File: src/rtl/rx_channel.sv
// rx_channel: XSerial receive deserialiser for one router port.
// Deframes 15-bit LSB-first frames and checks parity. Data frames are forwarded
// with a one-cycle valid. HALT/RESUME messages drive the 'halted' level.
module rx_channel #(
   parameter int unsigned CNT_W = 8
) (
   input  logic             clock,
   input  logic             reset_n,
   input  logic             in_serial,
   output logic [11:0]      rx_data,
   output logic             rx_valid,
   output logic             halted,
   output logic             parity_err,
   output logic             frame_err,
   input  logic             cnt_clr,
   output logic [CNT_W-1:0] frame_cnt,
   output logic [CNT_W-1:0] err_cnt
);

   localparam int unsigned BIT_W    = 4;
   localparam int unsigned DATA_W   = 12;
   localparam int unsigned LAST_BIT = DATA_W - 1;

   typedef enum logic [2:0] {
      HUNT   = 3'd0,
      IDLE   = 3'd1,
      DATA   = 3'd2,
      PARITY = 3'd3,
      STOP   = 3'd4
   } state_t;

   state_t              state;
   logic [BIT_W-1:0]    bit_cnt;
   logic [DATA_W-1:0]   shreg;
   logic                parity_ok;

   logic                eval_ok;
   logic                good_data;
   logic                halt_msg;
   logic                resume_msg;
   logic                frame_inc;
   logic                err_inc;

   // Frame classification on the cycle whose edge samples the stop bit
   always_comb begin
      eval_ok    = (state == STOP) && in_serial;
      good_data  = eval_ok && parity_ok && (shreg[3:2] == 2'b00);
      halt_msg   = eval_ok && parity_ok && (shreg[3:2] == 2'b01) && (shreg[11:4] == 8'h01);
      resume_msg = eval_ok && parity_ok && (shreg[3:2] == 2'b01) && (shreg[11:4] == 8'h02);
      frame_inc  = good_data || halt_msg || resume_msg;
      err_inc    = ((state == STOP) && !in_serial) ||
                   (eval_ok && !parity_ok) ||
                   (eval_ok && parity_ok && shreg[3]);
   end

   // Deframing FSM with registered frame outputs; pulses default low each cycle
   always_ff @(posedge clock or negedge reset_n) begin
      if (!reset_n) begin
         state      <= HUNT;
         bit_cnt    <= '0;
         shreg      <= '0;
         parity_ok  <= 1'b0;
         rx_data    <= '0;
         rx_valid   <= 1'b0;
         halted     <= 1'b0;
         parity_err <= 1'b0;
         frame_err  <= 1'b0;
      end else begin
         rx_valid   <= 1'b0;
         parity_err <= 1'b0;
         frame_err  <= 1'b0;
         case (state)
            HUNT: begin
               if (in_serial) state <= IDLE;
            end
            IDLE: begin
               if (!in_serial) begin
                  state   <= DATA;
                  bit_cnt <= '0;
               end
            end
            DATA: begin
               shreg   <= {in_serial, shreg[DATA_W-1:1]};
               bit_cnt <= BIT_W'(bit_cnt + 1'b1);
               if (bit_cnt == BIT_W'(LAST_BIT)) state <= PARITY;
            end
            PARITY: begin
               parity_ok <= (in_serial == ^shreg);
               state     <= STOP;
            end
            STOP: begin
               if (in_serial) begin
                  state <= IDLE;
                  if (!parity_ok) parity_err <= 1'b1;
                  if (good_data) begin
                     rx_data  <= shreg;
                     rx_valid <= 1'b1;
                  end
                  if (halt_msg)   halted <= 1'b1;
                  if (resume_msg) halted <= 1'b0;
               end else begin
                  frame_err <= 1'b1;
                  state     <= HUNT;
               end
            end
            default: state <= HUNT;
         endcase
      end
   end

   // Saturating statistics counters; clear overrides increment
   always_ff @(posedge clock or negedge reset_n) begin
      if (!reset_n) begin
         frame_cnt <= '0;
         err_cnt   <= '0;
      end else if (cnt_clr) begin
         frame_cnt <= '0;
         err_cnt   <= '0;
      end else begin
         if (frame_inc && (frame_cnt != '1)) frame_cnt <= frame_cnt + CNT_W'(1);
         if (err_inc && (err_cnt != '1))     err_cnt   <= err_cnt + CNT_W'(1);
      end
   end

endmodule
File: config.mk
export PLATFORM = sky130hd
export DESIGN_NAME = rx_channel
export DESIGN_NICKNAME = d
export VERILOG_FILES = /design/src/rtl/rx_channel.sv
export SDC_FILE = /design/constraint.sdc
export NUM_CORES = 1
export LEC_CHECK = 0
export ABC_AREA = 1
export BUFFER_PORTS_ARGS = -buffer_cell sky130_fd_sc_hd__buf_2
export CORE_ASPECT_RATIO = 1.2
export CORE_MARGIN = 2
export CORE_UTILIZATION = 45
export CTS_CLUSTER_DIAMETER = 30
export DETAILED_ROUTE_END_ITERATION = 7
export PLACE_DENSITY = 0.77
export SYNTH_ARGS = -nofsm -noshare
export SYNTH_HDL_FRONTEND = slang
export SYNTH_SLANG_ARGS = --single-unit
File: constraint.sdc
create_clock -name clock -period 1.5 [get_ports clock]
set_input_delay 0.075 -clock clock [delete_from_list [all_inputs] [get_ports clock]]
set_output_delay 0.075 -clock clock [all_outputs]
set_load 0.03 [all_outputs]
==> tab_implementation.tex, run 1 <==
\begin{tabular}{lr}
\hline
Metric & Value \\
\hline
\multicolumn{2}{l}{\textbf{Critical path}} \\
\quad Category of the worst setup path launch point & register \\
\quad Kind of capture point of the worst setup path & register \\
\quad Data required time of the worst path & 1690 ps \\
\quad Crit path max fanout & 8 \\
\quad WP data arrival & 1710 ps \\
\quad Classification of the worst setup path & register to register \\
\multicolumn{2}{l}{\textbf{Finish}} \\
\quad Synthesis-to-finish area growth & 37.1\% \\
\quad Filler cells & 425 \\
\quad Leading cell types in the layout, fill and taps excluded & sky130\_fd\_sc\_hd\_\_nand2\_1, sky130\_fd\_sc\_hd\_\_dfrtp\_1, sky130\_fd\_sc\_hd\_\_inv\_1, sky130\_fd\_sc\_hd\_\_buf\_2, sky130\_fd\_sc\_hd\_\_buf\_4 \\
\quad Fraction of final layout cells sized beyond drive strength 1 & 40.4\% \\
\quad Final design area excluding fillers & 3640 um\^{}2 \\
\quad Commonest non-fill, non-tap cell in the layout & sky130\_fd\_sc\_hd\_\_nand2\_1 \\
\quad Final core occ & 64.3\% \\
\quad Net count reported at finish & 387 \\
\quad Final antenna diode count & 0 \\
\multicolumn{2}{l}{\textbf{Placed design}} \\
\quad Port Buffers & 35 \\
\quad Total cell area at the placement stage & 3080 um\^{}2 \\
\quad Gp weighted congestion & 0.821 \\
\quad Detailed-placement wirelength estimate & 3670 um \\
\quad Place WS & -44.6 ps \\
\multicolumn{2}{l}{\textbf{Status}} \\
\quad Violated checks & negative setup slack \\
\quad Status & finished, violations left \\
\multicolumn{2}{l}{\textbf{STA}} \\
\quad Final count of negative-setup-slack endpoints & 2 \\
\quad Post-route clock period utilization & 101\% \\
\quad Final-report hold violation count & 0 \\
\quad Final Skew & 11.9 ps \\
\quad Crit path time final & 1520 ps \\
\quad Relative slew slack & 74.6\% \\
\quad Unrepaired setup endpoints after global routing & yes \\
\quad Count of pins over their slew limit & 0 \\
\quad Worst slew pin tran & 381 ps \\
\quad Maximum clock frequency & 657 MHz \\
\quad Worst setup slack after layout & -21.1 ps \\
\multicolumn{2}{l}{\textbf{Global route}} \\
\quad Via count of the first global-routing pass & 1,996 \\
\quad Total track usage & 17.2\% \\
\quad Maximum number of pins on one net before global-route repair & 53 \\
\quad Global-route wire length before repair & 8720 um \\
\quad Initial antenna violation count & 0 \\
\quad Global route overflow & 0 \\
\multicolumn{2}{l}{\textbf{Run}} \\
\quad Max capacitance violation total & 0 \\
\multicolumn{2}{l}{\textbf{Synth}} \\
\quad Mux contribution to synthesized area & 0\% \\
\quad Synth unique cells & 27 \\
\quad Synthesized area per cell & 8.77 um\^{}2 \\
\quad Compound-Gate Fraction of Synth Area & 9.70\% \\
\quad Largest cells by area after synthesis & sky130\_fd\_sc\_hd\_\_dfrtp\_1, sky130\_fd\_sc\_hd\_\_nand2\_1, sky130\_fd\_sc\_hd\_\_inv\_1 \\
\quad Async set or reset register ratio after synthesis & 100\% \\
\quad Portion of synthesized cell area occupied by the leading cell type & 49.0\% \\
\quad Combinational family with the most area after synthesis & simple AND/OR/NAND/NOR gates \\
\quad Top FF cell, synth & sky130\_fd\_sc\_hd\_\_dfrtp\_1 \\
\quad Proportion of synthesized chip area in sequential cells & 49.0\% \\
\quad EDFF count, synth & 0 \\
\quad Post-Syn Area & 2660 um\^{}2 \\
\quad Synth warnings & 0 \\
\quad Number of nets in the synthesized netlist & 317 \\
\quad Number of flip-flops and latches in the synthesized netlist & 52 \\
\quad Xor/xnor share of the synthesized area & 4.95\% \\
\quad Share of synthesized cell area in full adder, half adder and majority cells & 4.71\% \\
\quad Share of synthesized cell area in and, or, nand and nor gates & 23.2\% \\
\quad Number of instances in the synthesized netlist & 303 \\
\quad Cell type with the highest aggregate area in the netlist & sky130\_fd\_sc\_hd\_\_dfrtp\_1 \\
\multicolumn{2}{l}{\textbf{Clocking}} \\
\quad Number of H-tree branching levels & 2 \\
\quad CTS tree & yes \\
\quad Number of buffers on the longest clock path & 2 \\
\quad Insertion delay to the later sink of the worst-skew pair & 310 ps \\
\quad Number of buffers created by CTS & 5 \\
\quad Clock net sink count & 52 \\
\quad Root buffer selected by CTS & sky130\_fd\_sc\_hd\_\_clkbuf\_8 \\
\quad Clock-pin slew on the worst setup and hold paths & 80 ps \\
\multicolumn{2}{l}{\textbf{Drt}} \\
\quad Count of antenna-violating nets left after detailed routing & 0 \\
\quad Ratio of routed vias to standard cells & 5.03 \\
\quad Residual DRC & 0 \\
\quad Final wirelength & 6310 um \\
\quad Starting DRC count in detailed routing & 100 \\
\quad Post-detailed-route wirelength per cell & 13.9 um \\
\quad Count of TritonRoute iterations in the first routing pass & 4 \\
\quad Vias after detailed routing & 2,285 \\
\multicolumn{2}{l}{\textbf{Floorplanning}} \\
\quad Row Count & 30 \\
\quad Core outline area & 5670 um\^{}2 \\
\quad Starting density of the core & 46.9\% \\
\quad Ports placed on the boundary & 36 \\
\quad Width of the die & 74.1 um \\
\quad Die extent in y & 88.2 um \\
\quad Area enclosed by the die boundary & 6540 um\^{}2 \\
\multicolumn{2}{l}{\textbf{Pwr}} \\
\quad Worst-case vdd ir drop & 1.10 mV \\
\quad P\_leak & 1.88 nW \\
\quad Power density cells & 1540 nW/um\^{}2 \\
\multicolumn{2}{l}{\textbf{Worst hold path}} \\
\quad Worst Hold Class & input pin to register \\
\hline
\end{tabular}
## metrics by stage
stage | total power, mW | setup TNS [ps] | hold WS, ps | cells
2_1_floorplan | 3.40 | 0 | -221 | 303
3_5_place_dp | 4.04 | -88.0 | 93.3 | 431
5_1_grt | 6.03 | -896 | 54.5 | 454
6_report | 5.63 | -36.4 | 44.8 | 454
3_3_place_gp | 3.96 | 0 | 90.1 | 431
4_1_cts | 5.06 | 0 | 26.4 | 440
## cells by family after synthesis
kind of cell,after synthesis
AND/OR/NAND/NOR,134
adder cells (fa/ha/maj),10
flip-flops,52
buffers and inverters,51
XOR/XNOR,15
AO/OA/AOI/OAI,41
## worst max-delay path, stage by stage, from the launching register on
cell and delay (ps):
sky130_fd_sc_hd__dfrtp_1 410, sky130_fd_sc_hd__nor2_4 130, sky130_fd_sc_hd__nand4_1 150, sky130_fd_sc_hd__or2_4 360, sky130_fd_sc_hd__nand2_8 110, sky130_fd_sc_hd__nand2_8 90, sky130_fd_sc_hd__nand3_2 90, sky130_fd_sc_hd__nand2_1 70
## routing by layer
layer	GRT usage [%]	share of wire (%)	vias up
li1	-	-	1114
met1	21.3	40	1115
met2	29.4	55	49
met3	3.91	4.1	7
met4	6.12	0.98	0
met5	0	0	-
## registers in the layout, indices dropped and copies added (netlist names)
name,cells
bit_cnt,4
err_cnt,8
frame_cnt,8
frame_err,1
halted,1
parity_err,1
parity_ok,1
rx_data,12
rx_valid,1
shreg,12
state,3
## cells in the mapped netlist, types with 2 or more instances
cell                       count
sky130_fd_sc_hd__nand3_1      22
sky130_fd_sc_hd__nor3_1        2
sky130_fd_sc_hd__clkbuf_1      3
sky130_fd_sc_hd__o21ai_2      12
sky130_fd_sc_hd__inv_1        40
sky130_fd_sc_hd__o21ai_1       3
sky130_fd_sc_hd__buf_2         3
sky130_fd_sc_hd__nor2_1       16
sky130_fd_sc_hd__ha_1         10
sky130_fd_sc_hd__xor2_1       10
sky130_fd_sc_hd__buf_6         4
sky130_fd_sc_hd__nor2_2        2
sky130_fd_sc_hd__dfrtp_1      52
sky130_fd_sc_hd__nand4_1      11
sky130_fd_sc_hd__a21oi_1       5
sky130_fd_sc_hd__o21ai_0      18
sky130_fd_sc_hd__xnor2_1       5
sky130_fd_sc_hd__nand2_1      76
## worst paths after layout
kind                                        startpoint  slack, ps  cells past startpoint                       end
worst max-delay path              state[1]$_DFFE_PN0P_        -20                      7  frame_cnt[5]$_DFFE_PN0P_
worst min-delay path                         in_serial         40                      2       frame_err$_DFF_PN0_
worst max register to register    state[1]$_DFFE_PN0P_        -20                      7  frame_cnt[5]$_DFFE_PN0P_
worst min register to register  rx_data[0]$_DFFE_PN0P_        480                      2    rx_data[0]$_DFFE_PN0P_
max in group asynchronous                      reset_n        970                      3  frame_cnt[1]$_DFFE_PN0P_
min in group asynchronous                      reset_n        270                      3    err_cnt[3]$_DFFE_PN0P_
## what timing repair did
action / in CTS / in global routing
hold buffers: 1 / 0
setup endpoints to repair: 10 / 20
buffers inserted: 0 / 10
gates resized for setup: 8 / 57
pin swaps: 1 / 20
hold endpoints to repair: 52 / 0
gates cloned: 0 / 4
## report_power, final
group / switching, mW / internal [mW]
Combinational: 1.53 / 1.23
Sequential: 0.261 / 1.74
Clock: 0.442 / 0.422
## layout make-up
class | count | area, um^2 | share of cell area (%)
inverters | 40 | 150 | 4.12
clock buffers | 8 | 100 | 2.75
flip-flops and latches | 52 | 1310 | 35.9
multi-input cells | 202 | 1450 | 39.9
well taps | 80 | 100 | 2.75
repair buffers | 72 | 531 | 14.6
(Power assumes the default switching activity.)
==> run 2, diff against run 1 <==
--- a/config.mk
+++ b/config.mk
@@ -12,6 +12,8 @@
 export CORE_UTILIZATION = 45
 export CTS_CLUSTER_DIAMETER = 30
 export DETAILED_ROUTE_END_ITERATION = 7
+export GPL_TIMING_DRIVEN = 0
+export HOLD_SLACK_MARGIN = 0.06
 export PLACE_DENSITY = 0.77
 export SYNTH_ARGS = -nofsm -noshare
 export SYNTH_HDL_FRONTEND = slang
==> tab_implementation.tex, run 2 (synthesis gave the netlist of run 1 again) <==
\begin{tabular}{lr}
\hline
Metric & Value \\
\hline
\multicolumn{2}{l}{\textbf{Status}} \\
\quad Status & finished, violations left (unchanged) \\
\quad Violated checks & negative setup slack (unchanged) \\
\multicolumn{2}{l}{\textbf{Critical path}} \\
\quad Slowest Stage Delay on Critical Path & 420 ps (was 410 ps) \\
\quad Launch instance of the worst register-to-register path & state[0]\$\_DFFE\_PN0P\_ (was state[1]\$\_DFFE\_PN0P\_) \\
\quad Worst setup path endpoint & frame\_cnt[1]\$\_DFFE\_PN0P\_ (was frame\_cnt[5]\$\_DFFE\_PN0P\_) \\
\quad Kind of capture point of the worst setup path & register (unchanged) \\
\quad Number of buffer and inverter instances along the worst setup path & 2 (was 0) \\
\quad Slack of the worst reg-to-reg path & -40 ps (was -20 ps) \\
\quad Ordered list of cells on the worst path & nor2\_2 > nand4\_1 > buf\_4 > nor2\_4 > o21ai\_4 > buf\_6 > nand2\_4 > nand4\_1 > nand2\_1 (was nor2\_4 > nand4\_1 > or2\_4 > nand2\_8 > nand2\_8 > nand3\_2 > nand2\_1) \\
\quad Worst path most repeated cell & sky130\_fd\_sc\_hd\_\_nand4\_1 (was sky130\_fd\_sc\_hd\_\_nand2\_8) \\
\quad Critical path origin & state[0]\$\_DFFE\_PN0P\_ (was state[1]\$\_DFFE\_PN0P\_) \\
\quad RR Endpoint & frame\_cnt[1]\$\_DFFE\_PN0P\_ (was frame\_cnt[5]\$\_DFFE\_PN0P\_) \\
\quad Register-to-Register Path Depth & 9 (was 7) \\
\quad Classification of the worst setup path & register to register (unchanged) \\
\quad Critical path's slowest cell & sky130\_fd\_sc\_hd\_\_dfrtp\_1 (unchanged) \\
\quad Data required time of the worst path & 1750 ps (was 1690 ps) \\
\quad WP data arrival & 1790 ps (was 1710 ps) \\
\quad Category of the worst setup path launch point & register (unchanged) \\
\quad Cell family with most CP delay & simple AND/OR/NAND/NOR gates (unchanged) \\
\quad Worst path depth & 9 (was 7) \\
\quad Crit path max fanout & 4 (was 8) \\
\multicolumn{2}{l}{\textbf{Floorplanning}} \\
\quad Area enclosed by the die boundary & 6540 um\^{}2 (unchanged) \\
\quad Ports placed on the boundary & 36 (unchanged) \\
\quad Row Count & 30 (unchanged) \\
\quad Core outline area & 5670 um\^{}2 (unchanged) \\
\quad Width of the die & 74.1 um (unchanged) \\
\quad Die extent in y & 88.2 um (unchanged) \\
\quad Starting density of the core & 46.9\% (unchanged) \\
\multicolumn{2}{l}{\textbf{Finish}} \\
\quad Final design area excluding fillers & 3480 um\^{}2 (was 3640 um\^{}2) \\
\quad Synthesis-to-finish area growth & 31.2\% (was 37.1\%) \\
\quad Final antenna diode count & 0 (unchanged) \\
\quad Net count reported at finish & 383 (was 387) \\
\quad Leading cell types in the layout, fill and taps excluded & sky130\_fd\_sc\_hd\_\_nand2\_1, sky130\_fd\_sc\_hd\_\_dfrtp\_1, sky130\_fd\_sc\_hd\_\_buf\_2, sky130\_fd\_sc\_hd\_\_inv\_1, sky130\_fd\_sc\_hd\_\_buf\_4 (was sky130\_fd\_sc\_hd\_\_nand2\_1, sky130\_fd\_sc\_hd\_\_dfrtp\_1, sky130\_fd\_sc\_hd\_\_inv\_1, sky130\_fd\_sc\_hd\_\_buf\_2, sky130\_fd\_sc\_hd\_\_buf\_4) \\
\quad Registers with the highest flip-flop counts & rx\_data x12, shreg x12 (unchanged) \\
\quad Final core occ & 61.5\% (was 64.3\%) \\
\quad Fraction of final layout cells sized beyond drive strength 1 & 34.6\% (was 40.4\%) \\
\quad Commonest non-fill, non-tap cell in the layout & sky130\_fd\_sc\_hd\_\_nand2\_1 (unchanged) \\
\quad Area taken by flip-flops and latches & 1310 um\^{}2 (unchanged) \\
\quad Area taken by multi-input logic gates & 1370 um\^{}2 (was 1450 um\^{}2) \\
\quad Filler cells & 462 (was 425) \\
\multicolumn{2}{l}{\textbf{STA}} \\
\quad Relative slew slack & 53.0\% (was 74.6\%) \\
\quad Unrepaired setup endpoints after global routing & yes (unchanged) \\
\quad Final Skew & 11.4 ps (was 11.9 ps) \\
\quad Crit path time final & 1540 ps (was 1520 ps) \\
\quad Count of pins over their slew limit & 0 (unchanged) \\
\quad Final-report hold violation count & 0 (unchanged) \\
\quad Worst setup slack after layout & -43.4 ps (was -21.1 ps) \\
\quad Fin Hold WS & 83.7 ps (was 44.8 ps) \\
\quad Worst slew pin tran & 705 ps (was 381 ps) \\
\quad Post-route clock period utilization & 103\% (was 101\%) \\
\quad Setup TNS Final & -125 ps (was -36.4 ps) \\
\quad Final count of negative-setup-slack endpoints & 7 (was 2) \\
\quad Maximum clock frequency & 648 MHz (was 657 MHz) \\
\multicolumn{2}{l}{\textbf{Placed design}} \\
\quad Total cell area at the placement stage & 2950 um\^{}2 (was 3080 um\^{}2) \\
\quad Detailed-placement wirelength estimate & 3670 um (about the same) \\
\quad Port Buffers & 34 (was 35) \\
\quad Gp weighted congestion & 0.860 (was 0.821) \\
\multicolumn{2}{l}{\textbf{Pwr}} \\
\quad Final Power & 5.31 mW (was 5.63 mW) \\
\quad Worst-case vdd ir drop & 1.08 mV (was 1.10 mV) \\
\quad Power density cells & 1520 nW/um\^{}2 (was 1540 nW/um\^{}2) \\
\quad P\_leak & 1.81 nW (was 1.88 nW) \\
\multicolumn{2}{l}{\textbf{Global route}} \\
\quad Global-route wire length before repair & 8790 um (was 8720 um) \\
\quad Total track usage & 17.3\% (was 17.2\%) \\
\quad Via count of the first global-routing pass & 2,060 (was 1,996) \\
\quad Global route overflow & 0 (unchanged) \\
\quad Maximum number of pins on one net before global-route repair & 53 (unchanged) \\
\quad Initial antenna violation count & 0 (unchanged) \\
\multicolumn{2}{l}{\textbf{Clocking}} \\
\quad Clock-pin slew on the worst setup and hold paths & 100 ps (was 80 ps) \\
\quad Insertion delay to the later sink of the worst-skew pair & 310 ps (about the same) \\
\quad Root buffer selected by CTS & sky130\_fd\_sc\_hd\_\_clkbuf\_8 (unchanged) \\
\quad CTS tree & yes (unchanged) \\
\quad Clock net sink count & 52 (unchanged) \\
\quad Number of buffers on the longest clock path & 2 (unchanged) \\
\quad Number of H-tree branching levels & 2 (unchanged) \\
\quad Number of buffers created by CTS & 5 (unchanged) \\
\multicolumn{2}{l}{\textbf{Drt}} \\
\quad Count of TritonRoute iterations in the first routing pass & 4 (unchanged) \\
\quad Starting DRC count in detailed routing & 69 (was 100) \\
\quad Final wirelength & 5910 um (was 6310 um) \\
\quad Post-detailed-route wirelength per cell & 13.1 um (was 13.9 um) \\
\quad Residual DRC & 0 (unchanged) \\
\quad Vias after detailed routing & 2,272 (was 2,285) \\
\quad Ratio of routed vias to standard cells & 5.05 (was 5.03) \\
\quad Count of antenna-violating nets left after detailed routing & 0 (unchanged) \\
\multicolumn{2}{l}{\textbf{Worst hold path}} \\
\quad Worst Hold Class & input pin to register (unchanged) \\
\multicolumn{2}{l}{\textbf{Run}} \\
\quad Max capacitance violation total & 0 (unchanged) \\
\hline
\end{tabular}
[run 2: what timing repair did]
item,CTS,global route
pin swaps,4,20
resized for setup,8,40
hold buffers,2,0
hold endpoints to repair,53,0
gates cloned,0,3
endpoints found under the setup margin,21,27
setup buffers,8,12
[run 2: how the worst min path moves through the flow]
stage,startpoint,endpoint,slack (ps),depth (start not counted)
finish,cnt_clr,err_cnt[7]$_DFFE_PN0P_,80,4
global route,cnt_clr,err_cnt[4]$_DFFE_PN0P_,90,4
CTS,cnt_clr,err_cnt[7]$_DFFE_PN0P_,70,4
detailed placement,in_serial,frame_err$_DFF_PN0_,340,2
global placement,in_serial,frame_err$_DFF_PN0_,350,2
floorplan,reset_n,bit_cnt[0]$_DFFE_PN0P_,-220,0
[run 2: through the flow]
stage	setup WS, ps	cells
detailed placement	-74.9	417
finish	-43.4	450
global placement	-30.9	417
global route	-113	450
CTS	-9.99	435
floorplan	5.99	303
[run 2: final cells by class]
type	count	area share (%)
inverter	40	4.31
buffer	11	2.15
tap	80	2.87
clock inverter	2	1.11
clock buffer	6	2.37
sequential	52	37.5
multi-input combinational	202	39.4
timing repair buffer	57	10.3
[run 2: routing by layer]
metal	track usage, %	vias to the layer above	share of wire (%)
li1	-	1108	-
met5	0	-	0
met2	30.8	62	52
met4	7.60	0	2.4
met1	20.3	1088	42
met3	2.76	14	3.9
[run 2: power breakdown]
| group | total, mW | internal [mW] | switching [mW] | leakage [nW] |
|---|---|---|---|---|
| logic | 2.32 | 0.946 | 1.38 | 1.06 |
| clock network | 1.02 | 0.546 | 0.470 | 0.0614 |
| registers | 1.97 | 1.74 | 0.236 | 0.695 |
[run 2: worst reg2reg max path, stage by stage (launching register included)]
cell and delay (ps):
sky130_fd_sc_hd__dfrtp_1 420, sky130_fd_sc_hd__nor2_2 140, sky130_fd_sc_hd__nand4_1 140, sky130_fd_sc_hd__buf_4 170, sky130_fd_sc_hd__nor2_4 130, sky130_fd_sc_hd__o21ai_4 100
sky130_fd_sc_hd__buf_6 130, sky130_fd_sc_hd__nand2_4 80, sky130_fd_sc_hd__nand4_1 100, sky130_fd_sc_hd__nand2_1 80
